`src/rtl/user_input_debounce_pkg.sv`:
```
// Shared constants and control-FSM encoding for the user input conditioning path.
package user_io_pkg;

    localparam int CLK_50M_HZ    = 50_000_000;
    localparam int DEBOUNCE_10MS = 500000;

    // INIT loads the first synchronized levels, RUN debounces until the next reset.
    typedef enum logic {
        INIT = 1'b0,
        RUN  = 1'b1
    } ctrl_state_t;

endpackage

```
`src/rtl/user_input_debounce_if.sv`:
```
// Bundle of raw pins and conditioned outputs between the board pins and the LED stage.
interface user_input_debounce_if #(
    parameter int WIDTH = 4
);

    logic [WIDTH-1:0] USER_IN_RAW;
    logic [WIDTH-1:0] USER_IN_LEVEL;
    logic [WIDTH-1:0] USER_IN_RISE;
    logic [WIDTH-1:0] USER_IN_FALL;
    logic             USER_IN_VALID;

    // Board side: drives the pins and consumes the conditioned levels and pulses.
    modport master (
        output USER_IN_RAW,
        input  USER_IN_LEVEL,
        input  USER_IN_RISE,
        input  USER_IN_FALL,
        input  USER_IN_VALID
    );

    // Conditioner side.
    modport slave (
        input  USER_IN_RAW,
        output USER_IN_LEVEL,
        output USER_IN_RISE,
        output USER_IN_FALL,
        output USER_IN_VALID
    );

endinterface

```
`src/rtl/user_input_debounce_debounce_bit.sv`:
```
// Single-bit conditioner: two-flop synchronizer, optional inversion, hold counter,
// registered level and registered one-cycle rise/fall pulses.
module debounce_bit
    import user_io_pkg::*;
#(
    parameter int DEBOUNCE_CYCLES = DEBOUNCE_10MS,
    parameter bit INVERT          = 1'b0
) (
    input  logic clk,
    input  logic srst,
    input  logic raw,
    input  logic en,
    input  logic load,
    output logic level,
    output logic rise,
    output logic fall
);

    // A one-cycle debounce still needs a 1-bit counter to keep the vector legal.
    localparam int CNT_W = (DEBOUNCE_CYCLES > 1) ? $clog2(DEBOUNCE_CYCLES) : 1;
    localparam logic [CNT_W-1:0] CNT_LAST = CNT_W'(DEBOUNCE_CYCLES - 1);

    logic             s1_reg;
    logic             s2_reg;
    logic             sync;
    logic [CNT_W-1:0] cnt_reg;
    logic [CNT_W-1:0] cnt_next;
    logic             level_reg;
    logic             level_next;
    logic             rise_reg;
    logic             rise_next;
    logic             fall_reg;
    logic             fall_next;

    // Two-stage synchronizer for the asynchronous pin.
    always_ff @(posedge clk) begin
        if (srst) begin
            s1_reg <= 1'b0;
            s2_reg <= 1'b0;
        end else begin
            s1_reg <= raw;
            s2_reg <= s1_reg;
        end
    end

    assign sync = s2_reg ^ INVERT;

    // Load on INIT exit, otherwise count consecutive mismatches and commit at the last one.
    always_comb begin
        cnt_next   = cnt_reg;
        level_next = level_reg;
        rise_next  = 1'b0;
        fall_next  = 1'b0;
        if (load) begin
            level_next = sync;
            cnt_next   = '0;
        end else if (en) begin
            if (sync == level_reg) begin
                cnt_next = '0;
            end else if (cnt_reg != CNT_LAST) begin
                cnt_next = cnt_reg + 1'b1;
            end else begin
                level_next = sync;
                cnt_next   = '0;
                rise_next  = sync;
                fall_next  = ~sync;
            end
        end else begin
            cnt_next = '0;
        end
    end

    // Counter, level and pulse registers.
    always_ff @(posedge clk) begin
        if (srst) begin
            cnt_reg   <= '0;
            level_reg <= 1'b0;
            rise_reg  <= 1'b0;
            fall_reg  <= 1'b0;
        end else begin
            cnt_reg   <= cnt_next;
            level_reg <= level_next;
            rise_reg  <= rise_next;
            fall_reg  <= fall_next;
        end
    end

    assign level = level_reg;
    assign rise  = rise_reg;
    assign fall  = fall_reg;

endmodule

```
`src/rtl/user_input_debounce.sv`:
```
// Debounces the board DIP switches / push buttons and produces edge pulses.
// The top holds only the INIT/RUN control FSM, its init counter and the valid flag.
module user_input_debounce
    import user_io_pkg::*;
#(
    parameter int               WIDTH           = 4,
    parameter int               DEBOUNCE_CYCLES = DEBOUNCE_10MS,
    parameter logic [WIDTH-1:0] INVERT_MASK     = '0
) (
    input  logic                CLK_50M_FPGA,
    input  logic                GLOBAL_RESET,
    user_input_debounce_if.slave user_io
);

    // Synchronizer needs two edges to fill, so the initial load happens on the third.
    localparam logic [1:0] INIT_LAST = 2'd2;

    ctrl_state_t      state_reg;
    ctrl_state_t      state_next;
    logic [1:0]       init_cnt_reg;
    logic [1:0]       init_cnt_next;
    logic             valid_reg;
    logic             load_strobe;
    logic             run_en;
    logic [WIDTH-1:0] level_vec;
    logic [WIDTH-1:0] rise_vec;
    logic [WIDTH-1:0] fall_vec;

    // FSM state and init counter registers.
    always_ff @(posedge CLK_50M_FPGA) begin
        if (GLOBAL_RESET) begin
            state_reg    <= INIT;
            init_cnt_reg <= 2'd0;
        end else begin
            state_reg    <= state_next;
            init_cnt_reg <= init_cnt_next;
        end
    end

    // Next state: count through INIT, then stay in RUN until reset.
    always_comb begin
        state_next    = state_reg;
        init_cnt_next = init_cnt_reg;
        case (state_reg)
            INIT: begin
                init_cnt_next = init_cnt_reg + 1'b1;
                if (init_cnt_reg == INIT_LAST) begin
                    state_next = RUN;
                end
            end
            RUN:     state_next = RUN;
            default: state_next = INIT;
        endcase
    end

    // FSM outputs: one-cycle load strobe on INIT exit, debounce enable while running.
    always_comb begin
        load_strobe = (state_reg == INIT) && (init_cnt_reg == INIT_LAST);
        run_en      = (state_reg == RUN);
    end

    // Valid goes high with the initial level load and stays high until reset.
    always_ff @(posedge CLK_50M_FPGA) begin
        if (GLOBAL_RESET) begin
            valid_reg <= 1'b0;
        end else if (load_strobe) begin
            valid_reg <= 1'b1;
        end
    end

    genvar gi;
    generate
        for (gi = 0; gi < WIDTH; gi++) begin : g_bit
            debounce_bit #(
                .DEBOUNCE_CYCLES (DEBOUNCE_CYCLES),
                .INVERT          (INVERT_MASK[gi])
            ) u_bit (
                .clk   (CLK_50M_FPGA),
                .srst  (GLOBAL_RESET),
                .raw   (user_io.USER_IN_RAW[gi]),
                .en    (run_en),
                .load  (load_strobe),
                .level (level_vec[gi]),
                .rise  (rise_vec[gi]),
                .fall  (fall_vec[gi])
            );
        end
    endgenerate

    assign user_io.USER_IN_LEVEL = level_vec;
    assign user_io.USER_IN_RISE  = rise_vec;
    assign user_io.USER_IN_FALL  = fall_vec;
    assign user_io.USER_IN_VALID = valid_reg;

endmodule
```
`src/flat_wrapper.sv`:
```
// flat-port wrapper written by rule: the top's interface ports become plain ports
module user_input_debounce_flat import user_io_pkg::*;
#(
    parameter int               WIDTH           = 4,
    parameter int               DEBOUNCE_CYCLES = DEBOUNCE_10MS,
    parameter logic [WIDTH-1:0] INVERT_MASK     = '0
)
  (CLK_50M_FPGA, GLOBAL_RESET, user_io_USER_IN_RAW, user_io_USER_IN_LEVEL, user_io_USER_IN_RISE, user_io_USER_IN_FALL, user_io_USER_IN_VALID);
  user_input_debounce_if #(.WIDTH(WIDTH)) user_io_i ();
  input  logic CLK_50M_FPGA;
  input  logic GLOBAL_RESET;
  input wire logic [$bits(user_io_i.USER_IN_RAW)-1:0] user_io_USER_IN_RAW;
  output wire logic [$bits(user_io_i.USER_IN_LEVEL)-1:0] user_io_USER_IN_LEVEL;
  output wire logic [$bits(user_io_i.USER_IN_RISE)-1:0] user_io_USER_IN_RISE;
  output wire logic [$bits(user_io_i.USER_IN_FALL)-1:0] user_io_USER_IN_FALL;
  output wire logic [$bits(user_io_i.USER_IN_VALID)-1:0] user_io_USER_IN_VALID;
  assign user_io_i.USER_IN_RAW = user_io_USER_IN_RAW;
  assign user_io_USER_IN_LEVEL = user_io_i.USER_IN_LEVEL;
  assign user_io_USER_IN_RISE = user_io_i.USER_IN_RISE;
  assign user_io_USER_IN_FALL = user_io_i.USER_IN_FALL;
  assign user_io_USER_IN_VALID = user_io_i.USER_IN_VALID;
  user_input_debounce #(.WIDTH(WIDTH), .DEBOUNCE_CYCLES(DEBOUNCE_CYCLES), .INVERT_MASK(INVERT_MASK)) u_core (.CLK_50M_FPGA(CLK_50M_FPGA), .GLOBAL_RESET(GLOBAL_RESET), .user_io(user_io_i));
endmodule
```
`config.mk`:
```
export PLATFORM = sky130hd
export DESIGN_NAME = user_input_debounce_flat
export DESIGN_NICKNAME = d
export VERILOG_FILES = /design/src/rtl/user_input_debounce_pkg.sv /design/src/rtl/user_input_debounce_if.sv /design/src/rtl/user_input_debounce_debounce_bit.sv /design/src/rtl/user_input_debounce.sv /design/src/flat_wrapper.sv
export SDC_FILE = /design/constraint.sdc
export NUM_CORES = 1
export LEC_CHECK = 0
export CORE_ASPECT_RATIO = 1.2
export CORE_MARGIN = 2
export CORE_UTILIZATION = 60
export DETAILED_ROUTE_END_ITERATION = 8
export PLACE_DENSITY = 0.79
export SLEW_MARGIN = 40
export SYNTH_ARGS = -nofsm -noshare
export SYNTH_HDL_FRONTEND = slang
export SYNTH_HIERARCHICAL = 1
export SYNTH_SLANG_ARGS = --single-unit
```
`constraint.sdc`:
```
create_clock -name CLK_50M_FPGA -period 2.5 [get_ports CLK_50M_FPGA]
set_input_delay 0.5 -clock CLK_50M_FPGA [delete_from_list [all_inputs] [get_ports CLK_50M_FPGA]]
set_output_delay 0.5 -clock CLK_50M_FPGA [all_outputs]
set_load 0.01 [all_outputs]
```
Word-level counts from Yosys, hierarchy flattened
Index checks and enable logic that the tools add are counted.
- bits in registers: 100
- bits of input ports: 6
- output and inout bits: 13
- word-level logic and storage cells: 90
- eq/ne operators: 17
- bitwise logic cells: 9
- add/subtract/negate cells: 5
- reductions and logical operators: 14
- muxes and demuxes: 18
- operators with widths (operator ; number):
    adder 19 x 1 -> 19 bit, second input constant ; 4
    inequality test 19 bit, second input constant ; 4
    OR reduction 5 bit ; 8
    2-to-1 mux 1 bit ; 17
    inequality test 2 x 1 -> 1 bit, second input constant ; 6
    AND reduction 3 bit ; 4
    NOT 1 bit ; 9
    == test 1 bit ; 4
    inequality test 2 bit, second input constant ; 2
    adder 2 x 1 -> 2 bit, second input constant ; 1
    == test 2 bit, second input constant ; 1
    case mux 1 bit (2 select lines) ; 1
    nonzero test 2 bit ; 1
    logical AND 1 bit ; 1

Longest topological paths before layout
Gate-level depths: netlist of run 1.
- depth in word-level cells: 5
- depth in mapped cells: 8
- depth with buffers taken out: 7

Hierarchy
Netlist of run 1, hierarchy kept.
- modules (own cells, without submodules) (module ; seq. area each (um2) ; area each (um2) ; instances ; cells each):
    debounce_bit ; 480.5 ; 1041.0 ; 4 ; 117
    user_input_debounce ; 80.1 ; 151.4 ; 1 ; 15

Least setup slack after synthesis of run 1
OpenSTA, ideal clock, no wires.
- path kind: reg2reg
- start point: register u_core.g_bit[0].u_bit.cnt_reg[0]
- end point: register u_core.g_bit[0].u_bit.cnt_reg[18]
- library setup time: 0.070 ns
- arrival time: 1.917 ns
- slack: 0.512 ns
- path buffers: 1
- period minus slack after synthesis: 1.988 ns
- stages on the path, launching flop included: 7
- required time: 2.430 ns
- cells stage by stage: dfxtp_1 > ha_1 > nand2_1 > or4_1 > buf_2 > or4_1 > a21oi_1
- word-level cells in the longest chain between the ends: 3
- elaborated cells on any way between the ends: 4
- those cells by class: 1 x add/sub; 1 x eq/ne; 1 x bitwise; 1 x reduce/logical
- RTL lines (element ; line ; RTL):
    start: declaration ; user_input_debounce_debounce_bit.sv:26 ; logic [CNT_W-1:0] cnt_reg;
    start signal: assignment ; user_input_debounce_debounce_bit.sv:81 ; cnt_reg <= cnt_next;
    parallel branches: the longest is 3 deep, another holds adder 19 x 1 -> 19 bit ; - ;
Several ways; the timed one is not identified.
A chain may end at the register's enable or synchronous reset.

Final worst setup path of run 1
- start point: register u_core.g_bit[3].u_bit.cnt_reg[0]
- end point: register u_core.g_bit[3].u_bit.cnt_reg[18]
- word-level cells in the longest chain between the ends: 3
- elaborated cells on any way between the ends: 4
- those cells by class: 1 x add/sub; 1 x eq/ne; 1 x bitwise; 1 x reduce/logical
- RTL lines (element ; line):
    start: declaration ; user_input_debounce_debounce_bit.sv:26
    start signal: assignment ; user_input_debounce_debounce_bit.sv:81
    parallel branches: the longest is 3 deep, another holds adder 19 x 1 -> 19 bit ; -
Several ways; the timed one is not identified.

==> impl_metrics.csv, run 1 <==
group,metric,value,unit
timing,worst_pin_slew,478.8,ps
timing,min_period_over_period,86.74,%
die,start_util,62.58,%
routing,routed_via_density,5.581,
yosys,yosysWarnings,6,
global_route,grt_pass1_vias,3250,
routing,drt_wl_total,7.833,mm
timing,fmax,461.1,MHz
routing,drc,0,
routing,antenna_left,0,
cts,cts_tree,"built",
yosys,synth_edf_count,0,
timing,setup_viol,0,
flow_run,max-cap-violations,0,
global_route,grt-ovfl-total,0,
power_and_ir_drop,p_per_area,614.9,nW/um^2
power_and_ir_drop,vdd_drop_max,446.6,uV
cells_and_area,drive_above_1_share,7.102,%
yosys,netlist_instances,483,
yosys,ys.flop_type,"dfxtp_1",
critical_path,cp-start-kind,"flip-flop",
die,pin_count,19,
cells_and_area,largest_register_ff_count,76,
die,dieArea,7890,sq um
timing,hold_slack,444.9,ps
timing,fin_skew,13.20,ps
routing,drt_iter0_drc,149,
power_and_ir_drop,power.share.combinational,8.2,%
cts,numClockSinks,100,
global_route,grt_busiest_layer,"met2",
cells_and_area,register_area,2002,sq um
power_and_ir_drop,p_leak,1.412,nW
routing,first_pass_iters,4,
power_and_ir_drop,clockPowerShare,36.8,%
hold_path,hold_class,"reg2reg",
die,fp.dieW,81.42,um
place,placed_cell_area,4667,sq um
critical_path,crit_path_max_incr_delay,670,ps
cells_and_area,stdcell_count,608,
die,core_area,6895,sq um
yosys,synthesis.area,4315,sq um
yosys,syn-num-nets,494,
timing,finalHoldViolations,0,
timing,slew_violations,0,
yosys,ys_ff_latch,100,
cells_and_area,layout_common_cells,"dfxtp_1 (100), nor2_1 (67), xnor2_1 (36), nand2_1 (29), nand3_1 (28)",
yosys,synth_async_sr_flop_share,0,%
cells_and_area,nets,527,
cells_and_area,diodes,0,
timing,fin_tns_setup,0,ps
critical_path,required,2780,ps
critical_path,path_cells,"ha_1 > nand2_1 > or4_1 > or4_1 > a21oi_1",
yosys,yosysSeqAreaShare,46.39,%
power_and_ir_drop,p_sw,0.6929,mW
global_route,met3_usage,4.198,%
critical_path,critPathMaxFanout,7,
place,portBuffers,18,
timing,slew_headroom,67.73,%
die,die_h,96.90,um
global_route,met2_usage,35.44,%
global_route,globalRouteMet1Util,26.90,%
status,status,"completed",
cts,numCtsBuffers,9,
cts,cts_buffer_depth,2,
timing,min_period,2169,ps
yosys,syn-mean-instance-area,8.935,sq um
global_route,grt_max_degree,25,
cells_and_area,fillers,520,
cts,clock_latency,360,ps
critical_path,worstPathArrival,2450,ps
global_route,grt_pass1_wl,13.80,mm
timing,rsz0062_at_grt,"no",
critical_path,worstSetupPathType,"reg2reg",
cts,htree_levels,3,
place,post-dp-hpwl,5.339,mm
cts,clk_pin_slew_worst_paths,90,ps
critical_path,crit_top_cell,"or4_1",
cts,holdBufCountCts,0,
cts,cts.repair.resized,0,
power_and_ir_drop,p_int,2.310,mW
power_and_ir_drop,pwr-share-seq,55.0,%
routing,detail_route.wl_per_cell,12.88,um
critical_path,crit_slowest_cell,"or4_1",
cts,post_cts_buffers,0,
routing,vias,3393,
global_route,track_usage,21.50,%
cells_and_area,area_growth,13.16,%
place,dp_cells,592,
die,placementRows,33,
cells_and_area,stdcell_area,4883,sq um
yosys,synth_cell_types,31,
critical_path,end_kind,"flip-flop",
cells_and_area,multiInputGateArea,2180,sq um
cells_and_area,final_common_cell,"dfxtp_1",
place,gp_congestion,0.7676,
power_and_ir_drop,total_power,3.003,mW
cts,clk_root_buffer_cell,"clkbuf_8",
global_route,antenna_found_initial,0,
power_and_ir_drop,sw_frac_of_total,23.08,%
==> worst max-delay path, delay by kind of cell, from the launching register on <==
kind	cells	cell delay, ps
adder cells (fa/ha/maj)	1	220
AO/OA/AOI/OAI	1	160
flip-flops	1	370
AND/OR/NAND/NOR	3	1350
==> synth_stat cells, types with 5 or more instances <==
cell type | number | area, sq um
or4_1 | 12 | 90.09
nand2_1 | 29 | 108.9
or3_1 | 20 | 125.1
nor4b_1 | 8 | 70.07
and3_1 | 8 | 50.05
xnor2_1 | 36 | 315.3
nand2b_1 | 8 | 50.05
buf_2 | 8 | 40.04
nor4_1 | 8 | 50.05
dfxtp_1 | 100 | 2002
xor2_1 | 13 | 113.9
nand3_1 | 28 | 140.1
a21oi_1 | 24 | 120.1
o21ai_0 | 20 | 100.1
nor3_1 | 16 | 80.08
nor2_1 | 67 | 251.5
ha_1 | 5 | 62.56
inv_1 | 25 | 93.84
nor2b_1 | 9 | 56.30
==> stage by stage <==
| step | util [%] | setup slack [ps] |
|---|---|---|
| floorplan | - | 512.5 |
| finish | 70.82 | 331.4 |
| detailed placement | 67.68 | 356.6 |
| CTS | 70.82 | 331.7 |
| global placement | 67.68 | 449.7 |
| global route | 70.82 | 172.8 |
==> routing by layer <==
layer	part of all wire, %	up-vias
li1	-	1759
met4	1.5	0
met3	2.3	10
met5	0	-
met1	48	1582
met2	48	42
==> worst paths after layout <==
path / start / endpoint / slack, ps / depth (start not counted)
setup / recovery: u_core/g_bit[3].u_bit/cnt_reg[0] / u_core/g_bit[3].u_bit/cnt_reg[18] / 330 / 5
setup reg to reg: u_core/g_bit[3].u_bit/cnt_reg[0] / u_core/g_bit[3].u_bit/cnt_reg[18] / 330 / 5
hold reg to reg: u_core/g_bit[1].u_bit/s1_reg / u_core/g_bit[1].u_bit/s2_reg / 440 / 1
hold / removal: u_core/g_bit[1].u_bit/s1_reg / u_core/g_bit[1].u_bit/s2_reg / 440 / 1
==> area by class of cell <==
type / instances / share of cell area [%]
inverters: 25 / 1.922
repair buffers: 30 / 5.790
clock inverters: 6 / 1.819
clock buffers: 10 / 2.613
flip-flops and latches: 100 / 40.99
multi-input cells: 350 / 44.63
well taps: 87 / 2.229
==> power by group through the flow <==
stage | Clock (mW) | Sequential, mW | Combinational [mW]
2_1_floorplan | 0 | 1.70 | 0.136
3_3_place_gp | 0 | 1.69 | 0.236
3_5_place_dp | 0 | 1.69 | 0.243
4_1_cts | 1.13 | 1.65 | 0.245
5_1_grt | 1.19 | 1.66 | 0.278
6_report | 1.11 | 1.65 | 0.246
==> cell families (layout without fill, tap and decap cells) <==
logic type | Yosys count | in the layout | synth area share [%]
simple gates | 234 | 234 | 29.63
flops | 100 | 100 | 46.39
compound gates | 58 | 58 | 8.553
xor+xnor | 49 | 49 | 9.945
buf+inv | 33 | 71 | 3.102
fa+ha+maj | 5 | 5 | 1.450
mux | 4 | 4 | 0.9278
No activity file was read; power rests on OpenSTA's default activity.
==> run 2: changes to the inputs <==
--- a/config.mk
+++ b/config.mk
@@ -10,6 +10,7 @@
 export CORE_UTILIZATION = 60
 export DETAILED_ROUTE_END_ITERATION = 8
 export PLACE_DENSITY = 0.79
+export SKIP_LAST_GASP = 1
 export SLEW_MARGIN = 40
 export SYNTH_ARGS = -nofsm -noshare
 export SYNTH_HDL_FRONTEND = slang
==> results of run 2 <==
No change in the layout: final DEF, timing and power equal those of run 1.
